==> config.mk <==
export PLATFORM = sky130hd
export DESIGN_NAME = player_datapath
export DESIGN_NICKNAME = d
export VERILOG_FILES = /design/src/rtl/player_datapath.sv
export SDC_FILE = /design/constraint.sdc
export NUM_CORES = 1
export LEC_CHECK = 0
export CORE_MARGIN = 2
export CORE_UTILIZATION = 45
export DETAILED_ROUTE_END_ITERATION = 6
export PLACE_DENSITY_LB_ADDON = 0.25
export SLEW_MARGIN = 10
export SYNTH_ARGS = -nofsm -noshare
export SYNTH_HDL_FRONTEND = slang
export SYNTH_SLANG_ARGS = --single-unit
==> constraint.sdc <==
create_clock -name clk -period 2.1 [get_ports clk]
set_clock_uncertainty 0.05 [all_clocks]
set_input_delay 0.42 -clock clk [delete_from_list [all_inputs] [get_ports clk]]
set_output_delay 0.42 -clock clk [all_outputs]
set_load 0.1 [all_outputs]
==> src/rtl/player_datapath.sv <==
// Player sprite datapath: holds position, latches direction requests, steps once per
// frame on load_coord, and scans the SIZE x SIZE sprite for draw/erase.
module player_datapath #(
  parameter int unsigned X_MAX  = 160,
  parameter int unsigned Y_MAX  = 120,
  parameter int unsigned SIZE   = 5,
  parameter int unsigned STEP   = 1,
  parameter int unsigned INIT_X = 78,
  parameter int unsigned INIT_Y = 58,
  parameter logic [2:0]  COLOUR = 3'b110
) (
  input  logic       clk,
  input  logic       reset_n,
  input  logic       load_coord,
  input  logic       move_en,
  input  logic [3:0] self_state,
  input  logic [3:0] dir,
  output logic [7:0] x_out,
  output logic [6:0] y_out,
  output logic [2:0] colour_out,
  output logic       hit_edge
);

  localparam int unsigned X_LIM = X_MAX - SIZE;
  localparam int unsigned Y_LIM = Y_MAX - SIZE;
  localparam int unsigned CW    = (SIZE > 1) ? $clog2(SIZE) : 1;

  // dir / request bit positions
  localparam int unsigned UP    = 3;
  localparam int unsigned DOWN  = 2;
  localparam int unsigned LEFT  = 1;
  localparam int unsigned RIGHT = 0;

  logic [7:0]    px_q, px_d;
  logic [6:0]    py_q, py_d;
  logic [CW-1:0] col_q, col_d;
  logic [CW-1:0] row_q, row_d;
  logic [3:0]    req_q, req_d;
  logic [3:0]    eff;
  logic          scanning;

  assign scanning = (self_state == 4'd1) || (self_state == 4'd2);
  assign eff      = req_q | dir;

  // Next-state: position step with clamping, request latching, sprite scan counter
  always_comb begin
    px_d  = px_q;
    py_d  = py_q;
    col_d = col_q;
    row_d = row_q;
    req_d = req_q;

    if (load_coord) begin
      if (eff[LEFT] && !eff[RIGHT])
        px_d = (px_q >= 8'(STEP)) ? px_q - 8'(STEP) : 8'd0;
      else if (eff[RIGHT] && !eff[LEFT])
        px_d = (px_q >= 8'(X_LIM - STEP)) ? 8'(X_LIM) : px_q + 8'(STEP);

      if (eff[UP] && !eff[DOWN])
        py_d = (py_q >= 7'(STEP)) ? py_q - 7'(STEP) : 7'd0;
      else if (eff[DOWN] && !eff[UP])
        py_d = (py_q >= 7'(Y_LIM - STEP)) ? 7'(Y_LIM) : py_q + 7'(STEP);

      req_d = 4'd0;
    end else if (move_en) begin
      req_d = req_q | dir;
    end

    if (!scanning) begin
      col_d = '0;
      row_d = '0;
    end else if (col_q == CW'(SIZE - 1)) begin
      col_d = '0;
      row_d = (row_q == CW'(SIZE - 1)) ? '0 : row_q + CW'(1);
    end else begin
      col_d = col_q + CW'(1);
    end
  end

  always_ff @(posedge clk or negedge reset_n) begin
    if (!reset_n) begin
      px_q  <= 8'(INIT_X);
      py_q  <= 7'(INIT_Y);
      col_q <= '0;
      row_q <= '0;
      req_q <= 4'd0;
    end else begin
      px_q  <= px_d;
      py_q  <= py_d;
      col_q <= col_d;
      row_q <= row_d;
      req_q <= req_d;
    end
  end

  // Pixel outputs follow registered state so pixel (0,0) appears in the first scan cycle
  always_comb begin
    x_out      = px_q + 8'(col_q);
    y_out      = py_q + 7'(row_q);
    colour_out = (self_state == 4'd1) ? COLOUR : 3'b000;
    hit_edge   = (px_q == 8'd0) || (px_q == 8'(X_LIM)) ||
                 (py_q == 7'd0) || (py_q == 7'(Y_LIM));
  end

endmodule

[Yosys cells after proc, flatten, opt, wreduce, memory -nomap -nowiden]
Cells that the tools add are included.
Storage, ports and cells
  flip-flop bits (word level): 25
  latch bits: 0
  bits in writable memories: 0
  memory bits (read-only): 0
  word-level logic and storage cells: 60
  memories kept: 0
Cells by class
  add/sub/neg operators: 8
  multiply operators: 0
  divide/modulo/power cells: 0
  $lt $le $gt $ge: 4
  equal/unequal tests: 7
  shifts and indexed selects: 0
  muxes and demuxes: 16
  bitwise operators: 1
  reduce and logical (&&, ||, !) cells: 19
Operators by type and width (number)
  8-bit 2-to-1 mux: 4
  7-bit 2-to-1 mux: 4
  3-bit 2-to-1 mux: 6
  8-bit by 1-bit adder with 8-bit output (second input constant): 1
  8-bit by 3-bit adder with 8-bit output: 1
  8-bit == test (second input constant): 1
  8-bit by 1-bit >= comparator with 1-bit output (second input constant): 1
  8-bit >= comparator (second input constant): 1
  8-bit zero test: 1
  4-bit 2-to-1 mux: 2
  8-bit by 1-bit subtractor with 8-bit output (second input constant): 1
  7-bit by 1-bit adder with 7-bit output (second input constant): 1
  7-bit by 3-bit adder with 7-bit output: 1
  7-bit == test (second input constant): 1
  7-bit by 1-bit >= comparator with 1-bit output (second input constant): 1
  7-bit >= comparator (second input constant): 1
  7-bit zero test: 1
  7-bit by 1-bit subtractor with 7-bit output (second input constant): 1
  3-bit by 1-bit adder with 3-bit output (second input constant): 2
  3-bit == test (second input constant): 2
  2-bit nonzero test: 3
  4-bit by 1-bit == test with 1-bit output (second input constant): 1
  4-bit by 2-bit == test with 1-bit output (second input constant): 1
  1-bit logical AND: 4
  5 further kinds: 12

[Logic depth before layout (Yosys ltp)]
Gate-level depths: netlist (run 1).
  depth in word-level cells: 5
  depth in mapped cells: 7

[Worst setup path after synthesis (run 1)]
Ideal clock, no wire load.
  path kind: in2out
  start point: in self_state[2]
  end point: out colour_out[2]
  arrival: 4317 ps
  data required time: 1630 ps
  setup slack: -2687 ps
  cell stages on the path: 2
  buffers on the path: 1
  cells stage by stage: nor4b_1 -> buf_4
On the way
  cells in the longest elaborated chain, start to end: 2
RTL lines
  from (decl): RTL line 16  | input logic [3:0] self_state,
  4-bit by 1-bit == test with 1-bit output: RTL line 100  | colour_out = (self_state == 4'd1) ? COLOUR : 3'b000;
  3-bit 2-to-1 mux: RTL line 100
  to (decl): RTL line 20  | output logic [2:0] colour_out,
Every way passes these cells.

[Worst setup path in the final report (run 1)]
  start point: reg px_q[1]
  end point: out x_out[4]
On the way
  cells in the longest elaborated chain, start to end: 1
RTL lines
  from (decl): RTL line 34  | logic [7:0] px_q, px_d;
  from (signal assigned): RTL line 82  | px_q <= 8'(INIT_X);
  from (signal assigned): RTL line 88  | px_q <= px_d;
  8-bit by 3-bit adder with 8-bit output: RTL line 98  | x_out = px_q + 8'(col_q);
  to (decl): RTL line 18  | output logic [7:0] x_out,
Every way passes these cells.

==> results of run 1 <==
registers in the layout, summed over array words and instances, names as in the netlist:
signal  flops
col_q       3
px_q        8
row_q       3
py_q        7
req_q       4
how the worst min path moves through the flow:
stage                                 endpoint  slack, ns  cells past startpoint
after floorplan             col_q[0]$_DFF_PN0_       0.07                      0
after global placement    req_q[1]$_DFFE_PN0P_       0.42                      2
after detailed placement  req_q[1]$_DFFE_PN0P_       0.42                      2
after CTS                 req_q[1]$_DFFE_PN0P_       0.45                      2
after global routing      req_q[3]$_DFFE_PN0P_       0.49                      2
final                     req_q[2]$_DFFE_PN0P_       0.44                      2
layout by cell type (no fill, tap or decap), drive strengths merged, types with 2 or more instances in the layout:
master,n
buf,81
nor2,24
ha,21
a21oi,19
inv,18
dfrtp,17
o21ai,14
nand2,12
clkdlybuf4s50,11
xnor2,9
dfstp,8
nand3,7
xor2,6
or4,6
o211ai,5
nor3,5
o22ai,5
a21o,4
o31ai,4
nand4,3
mux2i,3
a211oi,3
a22o,3
a211o,3
clkbuf,3
and3,3
a31oi,3
nor2b,3
nor4,3
or2,2
or3,2
or4b,2
o31a,2
a22oi,2
fa,2
nor4b,2
nand2b,2
what timing repair did:
action | 4_1_cts | 5_1_grt
buffers inserted | 1 | 11
resized for setup | 18 | 23
hold endpoints to repair | 0 | 0
endpoints found under the setup margin | 17 | 27
pin swaps | 10 | 18
kinds of logic after synthesis:
logic type / Yosys count / synth area share
multiplexers: 3 / 0.0132
other: 1 / 0.00164
XOR/XNOR: 15 / 0.0576
AND/OR/NAND/NOR: 80 / 0.194
flip-flops: 25 / 0.279
AO/OA/AOI/OAI: 78 / 0.240
adder cells (fa/ha/maj): 23 / 0.133
buffers and inverters: 38 / 0.0818
per-layer routing:
| layer | track usage | vias up |
|---|---|---|
| li1 | - | 1104 |
| met1 | 0.314 | 1159 |
| met2 | 0.376 | 112 |
| met3 | 0.0361 | 29 |
| met4 | 0.0994 | 0 |
| met5 | 0 | - |
critical path, stage by stage (launching register included):
cell and delay (ns):
dfstp_2 0.58, inv_2 0.06, buf_6 0.12, fa_2 0.41, nor2b_4 0.19, o21ai_4 0.09
xnor2_4 0.18, buf_12 0.19
area by class of cell:
class | instances | area (um^2)
clock inverter | 1 | 5.00
timing repair buffer | 92 | 986
multi-input combinational | 200 | 1950
tap | 67 | 83.8
inverter | 19 | 75.1
clock buffer | 3 | 41.3
fill | 302 | 1040
sequential | 25 | 637
power groups by stage:
stage	Combinational (uW)	Sequential (uW)	Clock, uW
detailed placement	3680	902	0
finish	4080	938	306
global placement	3640	900	0
floorplan	2500	815	0
global route	4280	960	329
CTS	3780	909	306
through the flow:
step	instances	setup slack (ns)
after global placement	393	-0.318
final	407	-0.474
after global routing	407	-0.539
after CTS	398	-0.446
after detailed placement	393	-0.357
after floorplan	263	-0.307
==> results.md, run 1 <==
- NetSw: 2800 uW
- Initial Utilization: 0.473
- Design area: ~3800 um^2
- CP startpoint: px_q[1]$_DFFE_PN1P_
- Fin. Hold Viols: 0
- Height of the die: roughly 75 um
- CTS tree: built
- DR WL met2: ~3300 um
- # setup viols final: 20
- Core area: a little under 5000 um^2
- Largest net degree at the start of global routing: 26
- Routed length per instance: approximately 16 um
- Post-route minimum period: roughly 2.6 ns
- DR WL met3: between 400 and 500 um
- Synth warn: 0
- Syn nets: just under 300
- Synthesized area: ~2300 um^2
- Worst skew pair latency: 0.28 ns
- Vias in the first global route: roughly 2200
- Layout area overhead: 65.9%
- VDD IR-drop max: approximately 0.0014 V
- Longest Clk Path Bufs: 2
- Max-slew headroom: 0.564
- Synth cell types: between 60 and 70
- Boundary Pins: 31
- #FFs+latches synth: 25
- Via-per-instance ratio: slightly below 6
- Via Count: 2404
- Arrival @ worst endpoint: 2.10 ns
- P_leak: 0.00157 uW
- Antenna cells: 0
- Dpl hpwl: approximately 4500 um
- Global Route Usage Sum: 0.234
- Worst hold slack: roughly 0.44 ns
- Failing checks: setup timing
- Yosys top cell area share: 0.187
- Worst Tran Pin Value: 0.648 ns
- DRC violations left: 0
- Setup slack after layout: -0.474 ns
- Final WL: between 6000 and 7000 um
- Gr ovfl total: 0
- RSZ-0062 raised after global routing: yes
- Worst setup path class: flop to output port
- CP Capture Type: output port
- Hold/Removal Path Class: input port to asynchronous set/reset pin
- Register area share after synthesis: 0.279
- CTS Buf Count: 3
- Sw Ratio: 0.526
- Req. time, crit path: around 1.6 ns
- Synth async-reset ratio: 1.00
- Main synth FF type: dfrtp_1
- Sequential Power Share: 0.176
- Status: complete, but fails checks
- Reg2reg end: px_q[5]$_DFFE_PN0P_
- PwrDens: 1410 nW/um^2
- Top routing layer used: met4
- # nets final: between 300 and 400
- CP Capture Point: x_out[4]
- Num Clock Sinks: 25
- Clock-pin slew on the worst setup and hold paths: ~0.10 ns
- Crit-path max FO: 4
- Synthesized instance count: 263
- Die Footprint: about 5700 um^2
- Post-synth EDFFs: 0
- Sum Neg Setup Slack: -6.21 ns
- Worst reg2reg setup slack: -0.32 ns
- Initial antenna violation count: 0
- WL met1: about 2700 um
- Global-route wire length before repair: roughly 10000 um
- Slew Viols, Final: 0
- Commonest cells post-synth: nor2_1 (24), ha_1 (21), a21oi_1 (19), inv_1 (19), dfrtp_1 (17)
- Port Buf Inserts: 29
- Final period utilization: 1.23
- Cell-internal power: between 2000 and 3000 uW
- Maxcap violations: 0
- Initial DRC count: 230
- Share of power burned in the clock network: 0.057
- Achievable clock frequency: slightly below 0.4 GHz
- Synth area leader: dfrtp_1
- H-tree levels: 1
- Die Width: around 75 um
- Worst reg2reg path depth: 8
- Combinational Power Share: 0.767
- Routability Congestion: around 0.9
- Dpl cell area: 3420 um^2
- Num rows: 25
- Most frequent cell after synthesis: nor2_1
- Detailed Routing Iterations Pass 1: 4
- Final Util: 0.785
- Final Power: between 5000 and 6000 uW
- Layout cells sized above 1: 0.459
- Crit path launch type: flop
- Root Driver: clkbuf_8
- R2r startpoint: px_q[1]$_DFFE_PN1P_
- Top post-synthesis cells by area: dfrtp_1 (19%), ha_1 (12%), dfstp_2 (9.2%)
- CTS Hold Bufs: 0
- Synth Area per Inst: 8.67 um^2
- Final antenna-violating net count: 0
No activity file was read; power rests on OpenSTA's default activity.
==> run 2, diff against run 1 <==
CORE_MARGIN = not set   (was 2)
clock period = 2.65 ns   (was 2.1 ns; I/O delays follow)
==> results.md, run 2 (synthesis results as in run 1) <==
- Layout area overhead: 43.2%
- Global Route Usage Sum: 0.224 (-0.00966)
- Crit-path max FO: 2 (-2)
- Root Driver: clkbuf_8
- # nets final: 344 (-8.5%)
- CTS Buf Count: 3 (unchanged)
- Setup Slack @ Placement: 0.0723 ns (+0.429 ns)
- Slew Viols, Final: 0 (unchanged)
- H-tree levels: 1 (unchanged)
- CP delay by family, top: simple AND/OR/NAND/NOR gates
- Dpl hpwl: 3900 um (-13%)
- Most common cell after layout, fill and taps aside: buf_4
- Num rows: 25 (unchanged)
- VDD IR-drop max: 0.000622 V (-54%)
- Non-filler cells, final: 375 (-7.9%)
- Critical-path cell list: inv_2, ha_4, or4b_4, a2111oi_4, a31oi_2, nand2_4, buf_12
- Boundary Pins: 31 (unchanged)
- Worst hold slack: 0.442 ns (+0.00145 ns)
- Req. time, crit path: 2.07 ns (+0.44 ns)
- Largest net degree at the start of global routing: 26 (unchanged)
- Failing checks: setup timing
- Reg with most FFs: px_q
- Final WL: 5610 um (-16%)
- Maxcap violations: 0 (unchanged)
- Top flop regs: px_q x8, py_q x7, req_q x4
- Post-Place Cells: 356 (-9.4%)
- Design area: 3260 um^2 (-14%)
- Initial antenna violation count: 0 (unchanged)
- Height of the die: 73.2 um (-2.7%)
- Most frequent cells in the layout: buf_4 (30), nor2_1 (22), ha_1 (18), a21oi_1 (17), dfrtp_1 (17)
- CTS tree: built
- Post-route minimum period: 2.69 ns
- Vias in the first global route: 1993 (-11%)
- DRC violations left: 0 (unchanged)
- Largest register FFs: 8 (unchanged)
- CP Capture Type: output port
- Num Clock Sinks: 25 (unchanged)
- Arrival @ worst endpoint: 2.11 ns (about the same)
- Global-route wire length before repair: 9360 um (-8.1%)
- Hold/Removal Path Class: flop to flop
- PwrDens: 1150 nW/um^2 (-18%)
- Fin. Hold Viols: 0 (unchanged)
- Routed length per instance: 15.0 um (-8.5%)
- Crit path launch type: flop
- Die Width: 73.2 um (-2.7%)
- Clock-pin slew on the worst setup and hold paths: 0.09 ns (about the same)
- Longest Clk Path Bufs: 2 (unchanged)
- Worst path max stage delay: 0.46 ns (-0.12 ns)
- CP bufs+invs: 2 (-1)
- Core area: 4790 um^2 (-0.65%)
- Dpl cell area: 2980 um^2 (-13%)
- Detailed Routing Iterations Pass 1: 4 (unchanged)
- Via-per-instance ratio: 5.77 (-2.4%)
- Setup slack after layout: -0.0378 ns (+0.437 ns)
- Slowest cell on crit path: or4b_4
- Worst setup path class: flop to output port
- Worst skew pair latency: 0.28 ns (about the same)
- Sum Neg Setup Slack: -0.0723 ns (+6.14 ns)
- Gr ovfl total: 0 (unchanged)
- Antenna cells: 0 (unchanged)
- Initial DRC count: 145 (-37%)
- Worst Tran Pin Value: 0.577 ns (-0.0705 ns)
- Port Buf Inserts: 29 (unchanged)
- Die Footprint: 5350 um^2 (-5.3%)
- # setup viols final: 3 (-85%)
- Via Count: 2162 (-10%)
- Routability Congestion: 0.879 (-2.5%)
- Max-slew headroom: 0.615 (+0.0510)
- Final antenna-violating net count: 0 (unchanged)
- CTS Hold Bufs: 0 (unchanged)
- Layout cells sized above 1: 0.338 (-0.121)
- Achievable clock frequency: 0.372 GHz
- Final period utilization: 1.01
- Status: complete, but fails checks
- Initial Utilization: 0.476 (+0.00309)
- P_leak: 0.00136 uW (-13%)
- RSZ-0062 raised after global routing: yes
run 2: cell types whose count changed in the layout (fill, tap and decap cells not counted), sizes merged:
cell	change
inv	+1
clkinvlp	-1
buf	-32
run 2: power breakdown:
part | leakage (uW) | internal (uW) | switching (uW)
combinational | 0.00104 | 1090 | 1660
clock | 0.0000255 | 106 | 133
sequential | 0.000302 | 532 | 231
total | 0.00136 | 1730 | 2030
run 2: final cells by class:
cell class	instances	area (um^2)
clock buffer	3	41.3
sequential	25	636
fill	361	1520
multi-input combinational	200	1740
inverter	19	71.3
tap	67	83.8
clock inverter	1	5.00
timing repair buffer	60	689
run 2: worst paths after layout:
kind	start	endpoint	slack [ns]	cells after the start
max	px_q[0]$_DFFE_PN0P_	hit_edge	-0.04	7
min	req_q[1]$_DFFE_PN0P_	req_q[1]$_DFFE_PN0P_	0.44	2
max reg2reg	px_q[1]$_DFFE_PN1P_	px_q[5]$_DFFE_PN0P_	0.34	8
min reg2reg	req_q[1]$_DFFE_PN0P_	req_q[1]$_DFFE_PN0P_	0.44	2
max in group asynchronous	reset_n	py_q[1]$_DFFE_PN1P_	1.69	2
min in group asynchronous	reset_n	req_q[0]$_DFFE_PN0P_	0.56	2
run 2: layer usage:
metal	up-vias	wire length [um]	track usage
li1	1040	-	-
met5	-	0	0
met1	1030	2480	0.326
met2	85	2770	0.353
met4	0	61	0.0523
met3	7	303	0.0304
run 2: what timing repair did:
| item | CTS | global route |
|---|---|---|
| endpoints found under the setup margin | 8 | 7 |
| resized for setup | 14 | 15 |
| pin swaps | 5 | 11 |
| setup buffers | 11 | 4 |
run 2: worst register-to-register path, delay by kind of cell (launching register included):
kind | cells | cell delay (ns)
AO/OA/AOI/OAI | 3 | 0.59
flip-flops | 1 | 0.58
adder cells (fa/ha/maj) | 1 | 0.21
AND/OR/NAND/NOR | 1 | 0.46
buffers and inverters | 3 | 0.32
run 2: metrics by stage:
step,total power [uW],util
2_1_floorplan,2500,-
3_3_place_gp,3220,0.624
3_5_place_dp,3250,0.624
4_1_cts,3620,0.660
5_1_grt,3930,0.682
6_report,3760,0.682
==> run 3, diff against run 2 <==
--- a/constraint.sdc
+++ b/constraint.sdc
@@ -3,3 +3,3 @@
 set_input_delay 0.53 -clock clk [delete_from_list [all_inputs] [get_ports clk]]
 set_output_delay 0.53 -clock clk [all_outputs]
-set_load 0.1 [all_outputs]
+set_load 0.005 [all_outputs]
==> results.md, run 3 (synthesis results as in run 1) <==
- Top flop regs: px_q x8, py_q x7, req_q x4
- Via-per-instance ratio: 5.64 (-2.2%)
- Initial antenna violation count: 0 (unchanged)
- Die Footprint: 5350 um^2 (unchanged)
- Max-slew headroom: 0.672 (+0.0572)
- VDD IR-drop max: 0.000367 V (-41%)
- Gr ovfl total: 0 (unchanged)
- Routed length per instance: 14.3 um (-4.4%)
- Die Width: 73.2 um (unchanged)
- Design area: 2920 um^2 (-11%)
- Via Count: 2155 (-0.32%)
- Vias in the first global route: 1987 (-0.30%)
- Largest net degree at the start of global routing: 26 (unchanged)
- Core area: 4790 um^2 (unchanged)
- Global Route Usage Sum: 0.219 (-0.00479)
- Dpl cell area: 2750 um^2 (-7.9%)
- Worst reg2reg setup slack: 0.24 ns (-0.10 ns)
- Root Driver: clkbuf_8
- Num Clock Sinks: 25 (unchanged)
- Hold Path End: req_q[1]$_DFFE_PN0P_
- Clock-pin slew on the worst setup and hold paths: 0.09 ns (about the same)
- # nets final: 351 (+2.0%)
- Boundary Pins: 31 (unchanged)
- Post-route minimum period: 2.64 ns (-0.0501 ns)
- Most frequent cells in the layout: buf_4 (37), nor2_1 (24), inv_1 (18), ha_1 (18)
- Final WL: 5470 um (-2.6%)
- Detailed Routing Iterations Pass 1: 5 (+1)
- Hold/Removal Path Class: flop to flop
- # setup viols final: 0 (-3)
- R2r startpoint: py_q[1]$_DFFE_PN1P_
- Antenna cells: 0 (unchanged)
- Final period utilization: 0.995 (-0.0189)
- Worst skew pair latency: 0.27 ns (about the same)
- Crit path launch type: flop
- Largest register FFs: 8 (unchanged)
- PwrDens: 831 nW/um^2 (-28%)
- Hold Path Stages: 2 (unchanged)
- Final antenna-violating net count: 0 (unchanged)
- Hold path start: req_q[1]$_DFFE_PN0P_
- Initial DRC count: 125 (-14%)
- Reg2reg end: py_q[6]$_DFFE_PN0P_
- Dpl hpwl: 3900 um (about the same)
- Longest Clk Path Bufs: 2 (unchanged)
- CTS Hold Bufs: 0 (unchanged)
- P_leak: 0.00127 uW (-6.6%)
- Fin. Hold Viols: 0 (unchanged)
- RSZ-0062 raised after global routing: yes
- CTS Buf Count: 3 (unchanged)
- Worst reg2reg path depth: 7 (-1)
- Worst hold slack: 0.447 ns (+0.00451 ns)
- H-tree levels: 1 (unchanged)
- Routability Congestion: 0.877 (-0.23%)
- CTS tree: built
- Achievable clock frequency: 0.379 GHz (+1.9%)
- Port Buf Inserts: 29 (unchanged)
- Initial Utilization: 0.476 (unchanged)
- Worst Tran Pin Value: 0.485 ns (-0.0926 ns)
- Post-Place Cells: 368 (+3.4%)
- Num rows: 25 (unchanged)
- Slew Viols, Final: 0 (unchanged)
- Filler Cells Inserted: 435 (+20%)
- Maxcap violations: 0 (unchanged)
- DRC violations left: 0 (unchanged)
- Req. time, crit path: 2.07 ns (about the same)
- Non-filler cells, final: 382 (+1.9%)
- Final Util: 0.609 (-0.0727)
- Layout area overhead: 27.9%
- Crit-path max FO: 2 (unchanged)
- CP Capture Type: output port
- Worst setup path class: flop to output port
- Status: complete, no violations
- Arrival @ worst endpoint: 2.06 ns (-0.05 ns)
- Reg with most FFs: px_q
- Layout cells sized above 1: 0.251 (-0.0869)
- Global-route wire length before repair: 9230 um (-1.5%)
- Most common cell after layout, fill and taps aside: buf_4
- Height of the die: 73.2 um (unchanged)
run 3: routing by layer:
metal,wire length (um),track usage
met4,68,0.0654
met5,0,0
met3,266,0.0304
met1,2590,0.307
met2,2550,0.351
run 3: worst max-delay path by stage:
stage | depth (start not counted) | from | slack, ns | end
2_1_floorplan | 6 | px_q[0]$_DFFE_PN0P_ | 0.43 | hit_edge
3_3_place_gp | 7 | px_q[1]$_DFFE_PN1P_ | -0.05 | hit_edge
3_5_place_dp | 7 | px_q[1]$_DFFE_PN1P_ | -0.18 | hit_edge
4_1_cts | 7 | py_q[0]$_DFFE_PN0P_ | -0.09 | hit_edge
5_1_grt | 7 | px_q[0]$_DFFE_PN0P_ | -0.04 | hit_edge
6_report | 7 | py_q[0]$_DFFE_PN0P_ | 0.01 | hit_edge
run 3: stage by stage:
stage                     setup WS (ns)  total power [uW]  TNS, ns
after floorplan                   0.432              1550        0
after global placement          -0.0493              2110  -0.0493
after detailed placement         -0.180              2110   -0.241
after CTS                       -0.0916              2360  -0.0916
after global routing            -0.0438              2630  -0.0438
final                            0.0123              2420        0
run 3: layout make-up:
cell class / count / area, um^2 / share of cell area
Clock buffer: 4 / 45.0 / 0.0154
Multi-Input combinational cell: 200 / 1520 / 0.523
Sequential cell: 25 / 636 / 0.218
Tap cell: 67 / 83.8 / 0.0287
Inverter: 19 / 71.3 / 0.0245
Timing Repair Buffer: 67 / 557 / 0.191
run 3: repair_timing:
item,4_1_cts,5_1_grt
setup buffers,4,6
pin swaps,2,8
endpoints found under the setup margin,12,8
resized for setup,21,25
endpoints found under the hold margin,0,0
run 3: report_power, final:
group          switching (uW)  total (uW)  internal, uW
Sequential                148         678           531
Clock                     133         241           108
Combinational             763        1510           743
Total                    1040        2420          1380
run 3: critical path, stage by stage (launching register included):
cell and delay, ns:
dfrtp_1 0.39, buf_4 0.14, inv_2 0.06, ha_4 0.12, or3b_4 0.38, or4_4 0.51, nand2_2 0.07, buf_2 0.11
==> variant 1: new RTL, settings of run 1 <==
Set the parameter `SIZE` to 6 (it was 5).
--- a/src/rtl/player_datapath.sv
+++ b/src/rtl/player_datapath.sv
@@ -5,3 +5,3 @@
   parameter int unsigned Y_MAX  = 120,
-  parameter int unsigned SIZE   = 5,
+  parameter int unsigned SIZE   = 6,
   parameter int unsigned STEP   = 1,
Function: changed (Yosys sat finds a counterexample within 10 cycles, from zero or initial values and one cycle with reset_n low).
==> variant 1 against run 1 <==
- the flow still finishes with violations (setup timing)
- wire length is 2.1% higher
- maximum frequency increased by 4.3%
- power down 1.8%
- core utilization rose by 1.3 points
- clock power about the same
- worst setup slack gained 110 ps
- via count is 0.29% lower
- area after synthesis down 2.4%
- cell area grew 0.33%
- sequential cell count unchanged
- critical endpoint is now y_out[4]
- largest cell class unchanged
==> variant 1: results <==
{
  "outcome": "finished with violations",
  "violations": "setup timing",
  "crit_path_max_fanout": 2,
  "use_met1_pct": 31.2,
  "cts_setup_buffers": 4,
  "dpl_worst_slack_ps": -312,
  "reg2reg_to": "py_q[2]",
  "seq_area_frac_synth_pct": 28.6,
  "vias_per_cell": 5.83,
  "hold_ws_ps": 453,
  "dr.pass1.iters": 5,
  "cts_resized": 13,
  "reg2regPathDepth": 7,
  "met3WireLength_um": 345,
  "setup_tns_ps": -3960,
  "cellLeakagePower_nw": 1.51,
  "wl_met2_mm": 3.45,
  "setup_viol": 22,
  "hold_path.class": "reg -> reg",
  "place_area_um2": 3450,
  "p_sw_share_pct": 52.3,
  "finalWorstSetupSlack_ps": -368,
  "wirelength_mm": 6.79,
  "instances_no_fill": 411,
  "grt_pass1_vias": 2249,
  "slowest_stage": "dfrtp_1",
  "internal-power_mw": 2.50,
  "place.gp.congestion": 0.855,
  "drt-met1-wl_mm": 2.84,
  "ir_worst_vdd_mv": 0.947,
  "grt_pass1_wl_mm": 10.1,
  "drt_first_iter_violations": 203,
  "comb_power_mw": 3.97,
  "synth_xor_xnor_area_share_pct": 5.12,
  "syn_nets": 297,
  "syn_inst": 267,
  "synth_mux_area_share_pct": 1.41,
  "ff2ff_setup_slack_ps": -110,
  "hpwlAfterDp_mm": 4.67,
  "drive_above_1_share_pct": 48.3,
  "cpLargestDelayFamily": "adder cells"
}
variant 1: changes by cell type after synthesis, moves of 4 or more:
cell,delta
ha_1,-5
clkbuf_1,+4
inv_1,-4
nand2_1,+10
variant 1: worst max-delay path by stage:
| stage | start | endpoint | slack (ps) |
|---|---|---|---|
| finish | row_q[0] | y_out[4] | -370 |
| global route | row_q[0] | y_out[4] | -460 |
| CTS | row_q[0] | y_out[6] | -390 |
| detailed placement | dir[1] | px_q[4] | -310 |
| global placement | dir[1] | px_q[4] | -260 |
| floorplan | py_q[0] | y_out[6] | -430 |
variant 1: area by class of cell:
| class | count | area [µm²] |
|---|---|---|
| inverters | 15 | 65.1 |
| fillers | 305 | 961 |
| well taps | 67 | 83.8 |
| clock inverters | 1 | 5.00 |
| multi-input cells | 208 | 1960 |
| repair buffers | 92 | 1000 |
| clock buffers | 3 | 41.3 |
| flip-flops and latches | 25 | 638 |
==> variant 2: new RTL, flow settings as in run 1 <==
Without the edit above. Register the inputs `load_coord`, `move_en`, `self_state` and `dir` before use. The logic sees them one clock later.
--- a/src/rtl/player_datapath.sv
+++ b/src/rtl/player_datapath.sv
@@ -33,2 +33,14 @@
 
+  logic load_coord_q;
+  logic move_en_q;
+  logic [3:0] self_state_q;
+  logic [3:0] dir_q;
+
+  always_ff @(posedge clk) begin
+    load_coord_q <= load_coord;
+    move_en_q    <= move_en;
+    self_state_q <= self_state;
+    dir_q        <= dir;
+  end
+
   logic [7:0]    px_q, px_d;
@@ -41,4 +53,4 @@
 
-  assign scanning = (self_state == 4'd1) || (self_state == 4'd2);
-  assign eff      = req_q | dir;
+  assign scanning = (self_state_q == 4'd1) || (self_state_q == 4'd2);
+  assign eff      = req_q | dir_q;
 
@@ -52,3 +64,3 @@
 
-    if (load_coord) begin
+    if (load_coord_q) begin
       if (eff[LEFT] && !eff[RIGHT])
@@ -64,4 +76,4 @@
       req_d = 4'd0;
-    end else if (move_en) begin
-      req_d = req_q | dir;
+    end else if (move_en_q) begin
+      req_d = req_q | dir_q;
     end
@@ -99,3 +111,3 @@
     y_out      = py_q + 7'(row_q);
-    colour_out = (self_state == 4'd1) ? COLOUR : 3'b000;
+    colour_out = (self_state_q == 4'd1) ? COLOUR : 3'b000;
     hit_edge   = (px_q == 8'd0) || (px_q == 8'(X_LIM)) ||
Formal check against the unedited RTL: not equivalent (Yosys sat finds a counterexample within 4 cycles, from zero or initial values and one cycle with reset_n low).
==> variant 2 against run 1 <==
- the run still ends with setup timing left
- critical endpoint is now hit_edge
- worst setup slack worse by 29 ps
- wire length up 6.5%
- cell area rose by 3.9%
- final cell count grew 4.9%
- clock power up 62%
- critical path depth decreased by 1
- sequential cell count rose by 10
- area after synthesis rose by 8.0%
- power fell by 7.5%
- largest cell class unchanged
- largest power group unchanged
- combinational power decreased by 16%
- via count increased by 2.4%
==> variant 2: results <==
{
  "clkPwrFrac_pct": 10.1,
  "comb_power_mw": 3.44,
  "rr_startpoint": "py_q[1]",
  "biggestRegsByFlops": "px_q: 8 flops, py_q: 7 flops",
  "syn_nets": 315,
  "n_all_buffers": 86,
  "hpwlAfterDp_mm": 4.90,
  "fin_util_pct": 75.5,
  "place_area_um2": 3550,
  "syn_avg_cell_area_um2": 8.79,
  "clk_pin_slew_ps": 80,
  "dpl_worst_slack_ps": -186,
  "ys_types": 62,
  "reg2regPathDepth": 7,
  "drt_first_iter_violations": 197,
  "cts_resized": 23,
  "fill_cells": 343,
  "netlist_top_cells_count": "29 x nor2_1, 21 x ha_1, 17 x dfrtp_1",
  "cts_max_level": 2,
  "cpLargestDelayFamily": "simple AND/OR/NAND/NOR gates",
  "multi_input_area_um2": 1930,
  "multi_input_gates": 211,
  "synth_xor_xnor_area_share_pct": 4.27,
  "inverters_excl_clock": 17,
  "seq_cell_count": 35,
  "ir_worst_vdd_mv": 0.652,
  "synth_compound_area_share_pct": 20.6,
  "endpoint": "hit_edge",
  "met3WireLength_um": 306,
  "seq_area_frac_synth_pct": 33.9,
  "ff_latch_area_um2": 838,
  "instances_no_fill": 427,
  "place.gp.congestion": 0.914,
  "outcome": "finished with violations",
  "numPlacedInstances": 409,
  "violations": "setup timing",
  "vias_per_cell": 5.77,
  "synthAdderAreaFrac_pct": 12.3,
  "finalWorstSetupSlack_ps": -504,
  "setup_viol": 14,
  "tightest_slew_ps": 489,
  "nets": 391,
  "wl_met2_mm": 3.69,
  "startpoint": "py_q[0]",
  "grt.met3_usage_pct": 3.49,
  "grt_pass1_wl_mm": 11.7,
  "cellLeakagePower_nw": 1.62,
  "cts_setup_buffers": 5,
  "ff2ff_setup_slack_ps": 50,
  "clock_area_share_pct": 2.26,
  "ys_async_sr_fraction_pct": 71.4,
  "synth_mux_area_share_pct": 1.68
}
==> variant 2: cell count changes in the layout (fill, tap and decap cells not counted), moves of 3 or more <==
cell | run 1 | this run
or4_4 | 5 | 2
o211ai_1 | 5 | 2
a21oi_1 | 17 | 11
clkinvlp_4 | 1 | 4
nand2_1 | 10 | 14
nand2b_1 | 1 | 4
inv_1 | 14 | 10
dfxtp_1 | 0 | 9
o21ai_0 | 7 | 11
nor4_1 | 1 | 5
nor2_1 | 20 | 24
or3_1 | 2 | 5
buf_6 | 8 | 3
==> variant 2: worst min path at each step <==
stage,start,end,slack [ps],cells past startpoint
floorplan,reset_n,col_q[0],70,0
detailed placement,req_q[2],req_q[2],440,2
global route,reset_n,req_q[2],490,2
CTS,reset_n,px_q[7],450,2
finish,reset_n,px_q[4],440,2
global placement,req_q[1],req_q[1],420,2
